## src/rtl/mem_refill_arbiter.sv

```systemverilog
// Round-robin refill arbiter: shares one L2 acquire/grant port between N_REQ
// refill clients, one block acquire in flight, grant burst steered to the owner.
module mem_refill_arbiter #(
  parameter int unsigned N_REQ   = 2,
  parameter int unsigned PADDR_W = 26,
  parameter int unsigned DATA_W  = 128,
  parameter int unsigned BEAT_W  = 2,
  parameter int unsigned TIMEOUT = 1024
) (
  input  logic                     clk_i,
  input  logic                     rstn_i,
  input  logic [N_REQ-1:0]         req_valid_i,
  input  logic [N_REQ*PADDR_W-1:0] req_addr_i,
  output logic [N_REQ-1:0]         req_ready_o,
  input  logic [N_REQ-1:0]         req_kill_i,
  output logic                     mem_acquire_valid_o,
  output logic [PADDR_W-1:0]       mem_acquire_addr_o,
  input  logic                     mem_acquire_ready_i,
  input  logic                     mem_grant_valid_i,
  input  logic [DATA_W-1:0]        mem_grant_data_i,
  input  logic [BEAT_W-1:0]        mem_grant_beat_i,
  output logic                     mem_grant_ready_o,
  output logic [N_REQ-1:0]         resp_valid_o,
  output logic [DATA_W-1:0]        resp_data_o,
  output logic [BEAT_W-1:0]        resp_beat_o,
  output logic                     resp_last_o,
  output logic                     busy_o,
  output logic                     timeout_o
);

  localparam int unsigned OWN_W = (N_REQ > 1) ? $clog2(N_REQ) : 1;
  localparam int unsigned CND_W = OWN_W + 1;
  localparam int unsigned TMO_W = (TIMEOUT > 1) ? $clog2(TIMEOUT) : 1;

  typedef enum logic [1:0] {
    S_IDLE  = 2'd0,
    S_ACQ   = 2'd1,
    S_GRANT = 2'd2
  } state_e;

  state_e             state_q, state_d;
  logic [OWN_W-1:0]   rr_ptr_q, rr_ptr_d;
  logic [OWN_W-1:0]   owner_q, owner_d;
  logic [PADDR_W-1:0] addr_q, addr_d;
  logic [TMO_W-1:0]   tmo_cnt_q, tmo_cnt_d;
  logic               killed_q, killed_d;

  logic               pick_found_c;
  logic [OWN_W-1:0]   pick_idx_c;
  logic [CND_W-1:0]   cand_c;
  logic [OWN_W-1:0]   next_ptr_c;
  logic               owner_kill_c;
  logic               last_beat_c;

  assign mem_grant_ready_o  = 1'b1;
  assign busy_o             = (state_q != S_IDLE);
  assign mem_acquire_addr_o = (state_q == S_ACQ) ? addr_q : '0;
  assign owner_kill_c       = req_kill_i[owner_q];
  assign last_beat_c        = &mem_grant_beat_i;
  assign next_ptr_c         = (owner_q == OWN_W'(N_REQ - 1)) ? '0 : owner_q + OWN_W'(1);

  // Round-robin pick: first valid client scanning upward from rr_ptr, wrapping.
  always_comb begin
    pick_found_c = 1'b0;
    pick_idx_c   = '0;
    cand_c       = '0;
    for (int unsigned i = 0; i < N_REQ; i++) begin
      cand_c = CND_W'(rr_ptr_q) + CND_W'(i);
      if (cand_c >= CND_W'(N_REQ)) cand_c = cand_c - CND_W'(N_REQ);
      if (!pick_found_c && req_valid_i[cand_c[OWN_W-1:0]]) begin
        pick_found_c = 1'b1;
        pick_idx_c   = cand_c[OWN_W-1:0];
      end
    end
  end

  // Next-state and output decode; grant data path is a zero-latency forward.
  always_comb begin
    state_d             = state_q;
    rr_ptr_d            = rr_ptr_q;
    owner_d             = owner_q;
    addr_d              = addr_q;
    tmo_cnt_d           = tmo_cnt_q;
    killed_d            = killed_q;
    req_ready_o         = '0;
    mem_acquire_valid_o = 1'b0;
    resp_valid_o        = '0;
    resp_data_o         = '0;
    resp_beat_o         = '0;
    resp_last_o         = 1'b0;
    timeout_o           = 1'b0;
    unique case (state_q)
      S_IDLE: begin
        if (pick_found_c) begin
          req_ready_o[pick_idx_c] = 1'b1;
          owner_d  = pick_idx_c;
          addr_d   = req_addr_i[pick_idx_c*PADDR_W +: PADDR_W];
          killed_d = 1'b0;
          state_d  = S_ACQ;
        end
      end
      S_ACQ: begin
        mem_acquire_valid_o = 1'b1;
        // A kill here still lets the acquire complete; its burst is drained silently.
        if (owner_kill_c) killed_d = 1'b1;
        if (mem_acquire_ready_i) begin
          state_d   = S_GRANT;
          tmo_cnt_d = '0;
        end
      end
      S_GRANT: begin
        resp_data_o = mem_grant_data_i;
        resp_beat_o = mem_grant_beat_i;
        if (owner_kill_c) killed_d = 1'b1;
        if (mem_grant_valid_i) begin
          resp_valid_o[owner_q] = !killed_q && !owner_kill_c;
          resp_last_o = last_beat_c;
          tmo_cnt_d   = '0;
          if (last_beat_c) begin
            state_d  = S_IDLE;
            rr_ptr_d = next_ptr_c;
          end
        end else if (tmo_cnt_q == TMO_W'(TIMEOUT - 1)) begin
          timeout_o = 1'b1;
          state_d   = S_IDLE;
          rr_ptr_d  = next_ptr_c;
        end else begin
          tmo_cnt_d = tmo_cnt_q + TMO_W'(1);
        end
      end
      default: state_d = S_IDLE;
    endcase
  end

  // State registers; reset drops any transaction in flight.
  always_ff @(posedge clk_i or negedge rstn_i) begin
    if (!rstn_i) begin
      state_q   <= S_IDLE;
      rr_ptr_q  <= '0;
      owner_q   <= '0;
      addr_q    <= '0;
      tmo_cnt_q <= '0;
      killed_q  <= 1'b0;
    end else begin
      state_q   <= state_d;
      rr_ptr_q  <= rr_ptr_d;
      owner_q   <= owner_d;
      addr_q    <= addr_d;
      tmo_cnt_q <= tmo_cnt_d;
      killed_q  <= killed_d;
    end
  end

endmodule

```

## config.mk

```make
export PLATFORM = sky130hd
export DESIGN_NAME = mem_refill_arbiter
export DESIGN_NICKNAME = d
export VERILOG_FILES = /design/src/rtl/mem_refill_arbiter.sv
export SDC_FILE = /design/constraint.sdc
export NUM_CORES = 1
export LEC_CHECK = 0
export ABC_CLOCK_PERIOD_IN_PS = 2000
export BUFFER_PORTS_ARGS = -buffer_cell sky130_fd_sc_hd__buf_4
export CORE_AREA = 5 5 135 137
export DETAILED_ROUTE_END_ITERATION = 16
export DIE_AREA = 0 0 140 142
export RECOVER_POWER = 50
export SLEW_MARGIN = 10
export SYNTH_ARGS = -nofsm -noshare
export SYNTH_HDL_FRONTEND = slang
export SYNTH_SLANG_ARGS = --single-unit
```

## constraint.sdc

```tcl
create_clock -name clk_i -period 2 [get_ports clk_i]
set_input_delay 0.3 -clock clk_i [delete_from_list [all_inputs] [get_ports clk_i]]
set_output_delay 0.3 -clock clk_i [all_outputs]
set_load 0.03 [all_outputs]
```

==> impl_results.rst, run 1 <==
.. list-table::
   :header-rows: 1

   * - Metric
     - Value
   * - Share of the synthesized area in the top cell type
     - 0.3344
   * - Register area share after synthesis
     - 0.3226
   * - Mean instance size in the synthesized netlist
     - 8.459 sq um
   * - Buffers added on ports
     - approximately 350
   * - Synth top cells by count
     - sky130_fd_sc_hd__and2_1 (170), sky130_fd_sc_hd__dfrtp_1 (41), sky130_fd_sc_hd__nand2_1 (23)
   * - Worst slack, placed
     - around 0.19 ns
   * - Post-CTS clock slew at the launch and capture registers of the worst setup and hold paths
     - approximately 0.060 ns
   * - Number of enable-type register cells in the synthesized netlist
     - 0
   * - Initial DRC count
     - about 160
   * - Crit path max fanout
     - 6
   * - DR WL/cell
     - about 20 microns
   * - VDD IR max
     - between 0.3 and 0.4 mV
   * - Synthesis warning total
     - 0
   * - Global-route wire length before repair
     - between 20 and 30 mm
   * - Number of setup violations in the final report
     - 0
   * - Residual antenna-violating net count after detailed routing
     - 0
   * - Horizontal die dimension
     - roughly 140 microns
   * - Maximum clock frequency
     - ~0.52 GHz
   * - Final count of hold timing violations
     - 0
   * - Final standard cell utilization of the core
     - 0.3828
   * - Type of destination of the critical path
     - output port
   * - Setup CP Type
     - register to output port
   * - Most frequent cell after synthesis
     - sky130_fd_sc_hd__and2_1
   * - Element type at the critical path start
     - register
   * - Number of antenna violations at the first check in global routing
     - 5
   * - Share of flip-flops with an asynchronous set or reset
     - 1.000
   * - Fraction of final layout cells with drive strength greater than 1
     - 0.5533
   * - Clock buffer depth
     - 2
   * - Count of standard-cell rows
     - 48
   * - Detailed-placement wirelength estimate
     - about 16 mm
   * - Max-slew headroom
     - 0.2707
   * - Most used flip-flop cell after synthesis
     - sky130_fd_sc_hd__dfrtp_1
   * - Final Skew
     - between 0.006 and 0.007 ns
   * - Clock root buffer
     - sky130_fd_sc_hd__clkbuf_16
   * - Total Routed Length
     - around 19 mm
   * - Clock insertion delay at the later pin of the skew report
     - ~0.29 ns
   * - Final design area excluding fillers
     - approximately 6500 sq um
   * - Instance count of the mapped netlist
     - approximately 380
   * - Leading cell types by total area after synthesis
     - sky130_fd_sc_hd__and2_1 (33%), sky130_fd_sc_hd__dfrtp_1 (32%), sky130_fd_sc_hd__mux2i_1 (4.7%), sky130_fd_sc_hd__a221o_1 (4.4%), sky130_fd_sc_hd__nand2_1 (2.7%)
   * - Cell total after placement
     - 942
   * - # IOs
     - 355
   * - Cell type with the highest aggregate area in the netlist
     - sky130_fd_sc_hd__and2_1
   * - Outcome
     - complete, no violations
   * - Number of global-route vias before repair
     - 4092
   * - Worst min-delay path class
     - primary input to async pin
   * - Number of CTS-inserted buffers
     - 5
   * - Final critical-path required period
     - 1.937 ns
   * - Cell area power density
     - around 1200 nW/um^2
   * - Lkg Pwr
     - around 3.4 nW
   * - Nets in the synthesized netlist
     - 571
   * - Count of unique library cells instantiated by Yosys
     - 41
   * - Final slew viol count
     - 0
   * - Final worst hold slack
     - 0.2087 ns
   * - Final estimated routing congestion in global placement
     - about 0.85
   * - MaxCap Viol Count
     - 0
   * - Data arrival time of the worst path
     - approximately 1.6 ns
   * - Area Growth Syn to Fin
     - 103.9%
   * - Maximum number of pins on one net before global-route repair
     - 52
   * - Number of clock sinks
     - between 40 and 50
   * - Post-route non-filler standard cell count
     - around 960
   * - Critical path data required time
     - 1.70 ns
   * - Initial core utilization
     - 0.1878
   * - Instance area at placement
     - between 6000 and 7000 sq um
   * - Unrepaired setup endpoints after global routing
     - true
   * - Via density
     - around 4.2
   * - Share of the cycle needed by the critical path after routing
     - 0.9686
   * - Die footprint
     - a little under 20000 sq um
   * - Max H-tree Level
     - 2
   * - Least setup slack across all paths after layout
     - 0.06273 ns
   * - Post-synthesis instance area
     - ~3200 sq um
   * - Clock tree from TritonCTS
     - done
   * - Measured slew at the worst slew-check pin
     - around 1.1 ns
   * - Global-route usage over all layers
     - 0.1751
   * - Y dimension of the die
     - 142 microns
   * - Flip-flop and latch count after synthesis
     - around 40
   * - Hold bufs inserted after CTS
     - 0
   * - DR pass1 iterations
     - 4
   * - Global route total overflow
     - 0
   * - Number of nets in the finished design
     - approximately 900
   * - Total via count after detailed routing
     - about 4000
   * - Residual DRC
     - 0
   * - Core area
     - between 15000 and 20000 sq um
## critical path, cell delays in order (launching register included)
cell and delay [ns]:
sky130_fd_sc_hd__dfrtp_1 0.41, sky130_fd_sc_hd__inv_2 0.10, sky130_fd_sc_hd__ha_4 0.23, sky130_fd_sc_hd__nand2_2 0.12
sky130_fd_sc_hd__nor4b_2 0.28, sky130_fd_sc_hd__buf_4 0.21
## through the flow
step / setup TNS, ns / total power, mW
floorplan: 0 / 4.523
detailed placement: 0 / 6.792
finish: 0 / 7.934
CTS: -2.252 / 7.926
global route: -0.1536 / 8.404
global placement: 0 / 6.742
## path summary, 6_finish.rpt
kind	cells after the start	startpoint	slack [ns]	to
max in group asynchronous	1	rstn_i	1.12	addr_q[24]$_DFFE_PN0P_
worst max register to register	7	state_q[1]$_DFFE_PN0P_	0.18	tmo_cnt_q[7]$_DFFE_PN0P_
worst max-delay path	5	state_q[0]$_DFFE_PN0P_	0.06	resp_valid_o[1]
worst min-delay path	1	rstn_i	0.21	addr_q[15]$_DFFE_PN0P_
worst min register to register	2	addr_q[13]$_DFFE_PN0P_	0.48	addr_q[13]$_DFFE_PN0P_
min in group clk_i	2	req_addr_i[48]	0.24	addr_q[22]$_DFFE_PN0P_
## flip-flops by register name, indices dropped and copies added, names as in the netlist
signal / flops
addr_q: 26
killed_q: 1
owner_q: 1
rr_ptr_q: 1
state_q: 2
tmo_cnt_q: 10
## cells in the final DEF, fill, tap and decap left out, types with 4 or more instances in the layout
cell type                   count
sky130_fd_sc_hd__buf_4        365
sky130_fd_sc_hd__and2_1       169
sky130_fd_sc_hd__dfrtp_1       41
sky130_fd_sc_hd__nand2_1       22
sky130_fd_sc_hd__o21ai_0       17
sky130_fd_sc_hd__mux2i_1       15
sky130_fd_sc_hd__a221o_1       14
sky130_fd_sc_hd__a21oi_1       10
sky130_fd_sc_hd__clkbuf_16      6
sky130_fd_sc_hd__inv_1          5
sky130_fd_sc_hd__nor2_1         5
sky130_fd_sc_hd__nand3_1        5
sky130_fd_sc_hd__o31ai_1        4
## layer usage
metal | wire length [microns] | GRT usage | part of all wire
met4 | 178 | 0.03162 | 0.0095
met2 | 9217 | 0.2978 | 0.49
met3 | 2415 | 0.1025 | 0.13
met5 | 50 | 0 | 0.0027
met1 | 6886 | 0.1929 | 0.37
## layout make-up
class                   instances  area (sq um)
clock buffers                   6         138.9
inverters                       6         22.52
repair buffers                374          2902
flip-flops and latches         41          1026
multi-input cells             303          2073
well taps                     225         281.5
clock inverters                 2         37.54
fillers                      1814         10450
diodes                          1         2.502
## power by group
group	leakage, nW	switching (mW)	internal (mW)	total [mW]
clock	0.0831	0.336	0.623	0.959
combinational	2.80	3.30	2.36	5.65
sequential	0.519	0.168	1.15	1.32
## cell families after synthesis
kind of cell	after synthesis	synth area share
and+or+nand+nor	222	0.4304
AOI/OAI and AO/OA	57	0.1263
DFF	41	0.3226
buffers and inverters	32	0.04091
muxes	18	0.05901
adders and majority gates	5	0.01967
other	1	0.001179
## repair_timing
action	CTS	global route
endpoints found under the hold margin	0	0
gates resized for setup	4	12
setup buffers	2	3
endpoints found under the setup margin	66	122
gates cloned	1	1
pin swaps	2	0
(Power assumes the default switching activity.)
==> inputs of run 2 (changes only) <==
--- a/config.mk
+++ b/config.mk
@@ -7,9 +7,12 @@
 export LEC_CHECK = 0
 export ABC_CLOCK_PERIOD_IN_PS = 2000
 export BUFFER_PORTS_ARGS = -buffer_cell sky130_fd_sc_hd__buf_4
-export CORE_AREA = 5 5 135 137
+export CELL_PAD_IN_SITES_DETAIL_PLACEMENT = 0
+export CELL_PAD_IN_SITES_GLOBAL_PLACEMENT = 1
+export CORE_AREA = 5 5 134 136
 export DETAILED_ROUTE_END_ITERATION = 16
-export DIE_AREA = 0 0 140 142
+export DIE_AREA = 0 0 139 141
+export PLACE_DENSITY_LB_ADDON = 0.1
 export RECOVER_POWER = 50
 export SLEW_MARGIN = 10
 export SYNTH_ARGS = -nofsm -noshare
==> impl_results.rst, run 2 (synthesis gave the netlist of run 1 again) <==
.. list-table::
   :header-rows: 1

   * - Metric
     - Value
   * - Critical path data required time
     - approximately 1.7 ns
   * - Final critical-path required period
     - between 1.5 and 2 ns
   * - Residual antenna-violating net count after detailed routing
     - 0
   * - Global route total overflow
     - 0
   * - Y dimension of the die
     - 141 microns
   * - Horizontal die dimension
     - about 140 microns
   * - DR WL/cell
     - around 18 microns
   * - Most frequent cells in the layout
     - sky130_fd_sc_hd__buf_4 (356), sky130_fd_sc_hd__and2_1 (168), sky130_fd_sc_hd__dfrtp_1 (41)
   * - Cell area power density
     - 1194 nW/um^2
   * - Reg with most FFs
     - addr_q
   * - Post-CTS clock slew at the launch and capture registers of the worst setup and hold paths
     - roughly 0.06 ns
   * - Final standard cell utilization of the core
     - 0.3765
   * - Worst min-delay path class
     - primary input to async pin
   * - Clock root buffer
     - sky130_fd_sc_hd__clkbuf_16
   * - Number of nets in the finished design
     - roughly 900
   * - Number of clock sinks
     - between 40 and 50
   * - Type of destination of the critical path
     - output port
   * - Share of the cycle needed by the critical path after routing
     - 0.9599
   * - Top Registers
     - addr_q x26, tmo_cnt_q x10, state_q x2
   * - Outcome
     - complete, no violations
   * - Total Routed Length
     - between 15 and 20 mm
   * - Clock buffer depth
     - 2
   * - Filler Cell Count
     - approximately 1800
   * - Maximum clock frequency
     - approximately 0.52 GHz
   * - Global-route usage over all layers
     - 0.1614
   * - Fraction of final layout cells with drive strength greater than 1
     - 0.5437
   * - Measured slew at the worst slew-check pin
     - ~1.1 ns
   * - Final slew viol count
     - 0
   * - Final count of hold timing violations
     - 0
   * - Maximum number of pins on one net before global-route repair
     - 70
   * - # IOs
     - 355
   * - Clock tree from TritonCTS
     - done
   * - Accumulated negative setup slack
     - 0 ns
   * - Via density
     - 4.100
   * - Total via count after detailed routing
     - about 3900
   * - Unrepaired setup endpoints after global routing
     - true
   * - Leading cell type in the layout, fill and taps excluded
     - sky130_fd_sc_hd__buf_4
   * - Detailed-placement wirelength estimate
     - about 15 mm
   * - Buffers added on ports
     - roughly 350
   * - Core area
     - ~17000 sq um
   * - Initial core utilization
     - 0.1891
   * - Die footprint
     - 19600 sq um
   * - VDD IR max
     - 0.4497 mV
   * - Hold bufs inserted after CTS
     - 0
   * - Cell total after placement
     - between 900 and 1000
   * - Area Growth Syn to Fin
     - 99.06%
   * - Number of setup violations in the final report
     - 0
   * - Number of CTS-inserted buffers
     - 5
   * - Final Skew
     - roughly 0.0046 ns
   * - Residual DRC
     - 0
   * - Number of antenna repair diodes
     - 0
   * - Initial DRC count
     - 170
   * - DR pass1 iterations
     - 4
   * - Max-slew headroom
     - 0.2562
   * - Crit path max fanout
     - 16
   * - Number of global-route vias before repair
     - approximately 4100
   * - Max reg flops
     - 26
   * - Data arrival time of the worst path
     - roughly 1.6 ns
   * - Setup CP Type
     - register to output port
   * - Final design area excluding fillers
     - 6331 sq um
   * - Global-route wire length before repair
     - 24.78 mm
   * - Lkg Pwr
     - 3.332 nW
   * - Final estimated routing congestion in global placement
     - about 0.9
   * - Max H-tree Level
     - 2
   * - Number of antenna violations at the first check in global routing
     - 1
   * - MaxCap Viol Count
     - 0
   * - Clock insertion delay at the later pin of the skew report
     - 0.28 ns
   * - Final worst hold slack
     - between 0.2 and 0.25 ns
   * - Instance area at placement
     - just over 6000 sq um
   * - Element type at the critical path start
     - register
   * - Post-route non-filler standard cell count
     - roughly 950
   * - Count of standard-cell rows
     - 48
## run 2: metrics by stage
stage / total power [mW] / setup WS, ns
2_1_floorplan: 4.523 / 0.07097
3_3_place_gp: 6.715 / 0.2665
3_5_place_dp: 6.755 / 0.2253
4_1_cts: 7.720 / 0.03576
5_1_grt: 8.045 / -0.02615
6_report: 7.558 / 0.08023
## run 2: path summary, 6_finish.rpt
path                                   startpoint                        to  slack [ns]  cells after the start
max in group asynchronous                  rstn_i    addr_q[23]$_DFFE_PN0P_        1.09                      1
hold reg to reg            addr_q[17]$_DFFE_PN0P_    addr_q[17]$_DFFE_PN0P_        0.47                      2
setup reg to reg           state_q[1]$_DFFE_PN0P_    addr_q[10]$_DFFE_PN0P_        0.15                      6
min in group clk_i                 req_addr_i[24]    addr_q[24]$_DFFE_PN0P_        0.25                      2
hold / removal                             rstn_i  tmo_cnt_q[6]$_DFFE_PN0P_        0.22                      1
setup / recovery           state_q[1]$_DFFE_PN0P_            req_ready_o[1]        0.08                      6
## run 2: repair_timing
item | CTS | global route
setup endpoints to repair | 29 | 14
resized for setup | 7 | 4
setup buffers | 1 | 0
pin swaps | 0 | 1
hold endpoints to repair | 0 | 0
## run 2: layout make-up
type | count | area [sq um] | area share
sequential | 41 | 1026 | 0.1621
timing repair buffer | 364 | 2774 | 0.4381
tap | 225 | 281.5 | 0.04447
clock buffer | 5 | 125.1 | 0.01976
clock inverter | 2 | 35.03 | 0.005534
multi-input combinational | 303 | 2067 | 0.3265
inverter | 6 | 22.52 | 0.003557
## run 2: report_power, final
group          switching (mW)  leakage, nW  internal [mW]
clock network           0.311       0.0797          0.579
registers               0.180        0.519           1.15
logic                    3.18         2.73           2.16
total                    3.67         3.33           3.89
## run 2: routing by layer
layer,vias to the layer above,GRT usage,routed length (microns)
li1,1938,-,-
met2,179,0.3007,8949
met3,15,0.07225,1857
met1,1745,0.1644,5829
met5,-,0,13
met4,2,0.04171,308
## run 2: critical path, cell delays in order, from the launching register on
cell	delay, ns
sky130_fd_sc_hd__dfrtp_1	0.42
sky130_fd_sc_hd__inv_1	0.12
sky130_fd_sc_hd__ha_2	0.22
sky130_fd_sc_hd__inv_1	0.08
sky130_fd_sc_hd__nor2_2	0.16
sky130_fd_sc_hd__buf_12	0.16
sky130_fd_sc_hd__buf_4	0.17
==> inputs of run 3 (changes only) <==
==> constraint.sdc (replaced) <==
create_clock -name clk_i -period 2 [get_ports clk_i]
set_input_delay 0.1 -clock clk_i [delete_from_list [all_inputs] [get_ports clk_i]]
set_output_delay 0.1 -clock clk_i [all_outputs]
set_load 0.03 [all_outputs]
==> impl_results.rst, run 3 (synthesis gave the netlist of run 1 again) <==
.. list-table::
   :header-rows: 1

   * - Metric
     - Value
   * - Share of the cycle needed by the critical path after routing
     - 0.9491
   * - Die footprint
     - approximately 20000 sq um
   * - Data arrival time of the worst path
     - between 1.5 and 2 ns
   * - Maximum clock frequency
     - roughly 0.53 GHz
   * - Lkg Pwr
     - about 3.3 nW
   * - Origin of the critical flop-to-flop path
     - tmo_cnt_q[0]$_DFFE_PN0P_
   * - Measured slew at the worst slew-check pin
     - ~1.1 ns
   * - MaxCap Viol Count
     - 0
   * - Residual DRC
     - 0
   * - Final count of hold timing violations
     - 0
   * - Cell family contributing the most delay on the critical path
     - simple AND/OR/NAND/NOR gates
   * - Critical path launch point
     - state_q[0]$_DFFE_PN0P_
   * - Outcome
     - complete, no violations
   * - Area Growth Syn to Fin
     - 95.04%
   * - Horizontal die dimension
     - roughly 140 microns
   * - Final critical-path required period
     - about 1.9 ns
   * - Type of destination of the critical path
     - output port
   * - Final Skew
     - around 0.0052 ns
   * - Crit path max fanout
     - 8
   * - Max H-tree Level
     - 2
   * - Number of nets in the finished design
     - between 900 and 1000
   * - Leading cell type in the layout, fill and taps excluded
     - sky130_fd_sc_hd__buf_4
   * - Delay of the slowest cell on the worst path
     - about 0.4 ns
   * - Cell total after placement
     - approximately 940
   * - Count of standard-cell rows
     - 48
   * - VDD IR max
     - 0.5125 mV
   * - Number of setup violations in the final report
     - 0
   * - Post-CTS clock slew at the launch and capture registers of the worst setup and hold paths
     - 0.06 ns
   * - Worst path bufs/invs
     - 2
   * - Unrepaired setup endpoints after global routing
     - false
   * - Number of CTS-inserted buffers
     - 5
   * - Global-route usage over all layers
     - 0.1692
   * - Global-route wire length before repair
     - around 25 mm
   * - Final estimated routing congestion in global placement
     - between 0.8 and 0.9
   * - Reg with most FFs
     - addr_q
   * - Clock insertion delay at the later pin of the skew report
     - between 0.2 and 0.3 ns
   * - Maximum number of pins on one net before global-route repair
     - 71
   * - Element type at the critical path start
     - register
   * - Start point of the worst min-delay path
     - req_addr_i[2]
   * - Cell-by-cell listing of the critical path
     - inv_1 > ha_4 > nand2b_1 > nor4_4 > buf_4
   * - Clock tree from TritonCTS
     - done
   * - DR pass1 iterations
     - 4
   * - Total via count after detailed routing
     - roughly 3900
   * - Top Registers
     - addr_q x26, tmo_cnt_q x10, state_q x2
   * - Via density
     - 4.137
   * - Buffers added on ports
     - 353
   * - Initial core utilization
     - 0.1891
   * - Clock root buffer
     - sky130_fd_sc_hd__clkbuf_16
   * - Most frequent cells in the layout
     - sky130_fd_sc_hd__buf_4 (331), sky130_fd_sc_hd__and2_1 (151), sky130_fd_sc_hd__dfrtp_1 (41)
   * - Number of antenna violations at the first check in global routing
     - 2
   * - Cell area power density
     - roughly 1200 nW/um^2
   * - Setup CP Type
     - register to output port
   * - DR WL/cell
     - 18.71 microns
   * - Critical-path cell with the highest stage delay
     - sky130_fd_sc_hd__dfrtp_1
   * - Final slew viol count
     - 0
   * - Worst min-delay path class
     - primary input to register
   * - Final standard cell utilization of the core
     - 0.3689
   * - Initial DRC count
     - around 120
   * - Y dimension of the die
     - ~140 microns
   * - Critical path data required time
     - between 1.5 and 2 ns
   * - Worst reg2reg setup slack
     - 0.16 ns
   * - Max-slew headroom
     - 0.2738
   * - Accumulated negative setup slack
     - 0 ns
   * - # IOs
     - around 360
   * - Clock buffer depth
     - 2
   * - Number of clock sinks
     - 41
   * - Final worst hold slack
     - approximately 0.042 ns
   * - Number of global-route vias before repair
     - between 3000 and 4000
   * - Core area
     - between 15000 and 20000 sq um
   * - Total Routed Length
     - between 15 and 20 mm
   * - Residual antenna-violating net count after detailed routing
     - 0
   * - Global route total overflow
     - 0
   * - Post-route non-filler standard cell count
     - around 950
   * - Detailed-placement wirelength estimate
     - around 15 mm
   * - Fraction of final layout cells with drive strength greater than 1
     - 0.5291
   * - Max reg flops
     - 26
## run 3: path summary, 6_finish.rpt
path,endpoint,cells after the start
setup / recovery,timeout_o,5
hold / removal,addr_q[2]$_DFFE_PN0P_,2
setup reg to reg,state_q[1]$_DFFE_PN0P_,5
hold reg to reg,addr_q[25]$_DFFE_PN0P_,2
max in group asynchronous,addr_q[20]$_DFFE_PN0P_,2
min in group asynchronous,tmo_cnt_q[6]$_DFFE_PN0P_,2
## run 3: area by class of cell
type	count	area, sq um
Multi-Input combinational cell	303	2026
Clock inverter	2	35.03
Fill cell	1838	10610
Timing Repair Buffer	365	2685
Inverter	6	22.52
Clock buffer	5	125.1
Tap cell	225	281.5
Sequential cell	41	1026
Antenna cell	1	2.502
## run 3: per-layer routing
layer / track usage / up-vias / wire length [microns]
li1: - / 1943 / -
met1: 0.1647 / 1768 / 5859
met2: 0.3055 / 185 / 9252
met3: 0.08955 / 24 / 2103
met4: 0.06128 / 2 / 506
met5: 0 / - / 20
## run 3: report_power, final
part	total (mW)	switching (mW)	leakage [nW]	internal, mW
sequential	1.33	0.180	0.519	1.15
combinational	5.20	3.20	2.67	2.00
clock	0.889	0.310	0.0797	0.579
total	7.43	3.69	3.27	3.73
## run 3: timing repair
item | CTS | global route
hold buffers | 1 | 0
setup endpoints to repair | 35 | 72
gates cloned | 0 | 0
pin swaps | 1 | 0
hold endpoints to repair | 41 | 0
resized for setup | 2 | 6
buffers inserted | 1 | 0
## run 3: per-stage QoR
step                worst slack (ns)  cell area, sq um  power, mW
global placement              0.1891              6102      6.651
detailed placement            0.1759              6102      6.703
floorplan                    0.07097              3187      4.518
finish                        0.1017              6203      7.426
global route                0.008949              6203      7.917
CTS                          0.06317              6285      7.633
## run 3: worst reg2reg max path, delay by kind of cell, from the launching register on
kind	cells	cell delay (ns)
simple gates	2	0.62
flops	1	0.43
mux	1	0.31
fa+ha+maj	1	0.25
compound gates	1	0.12
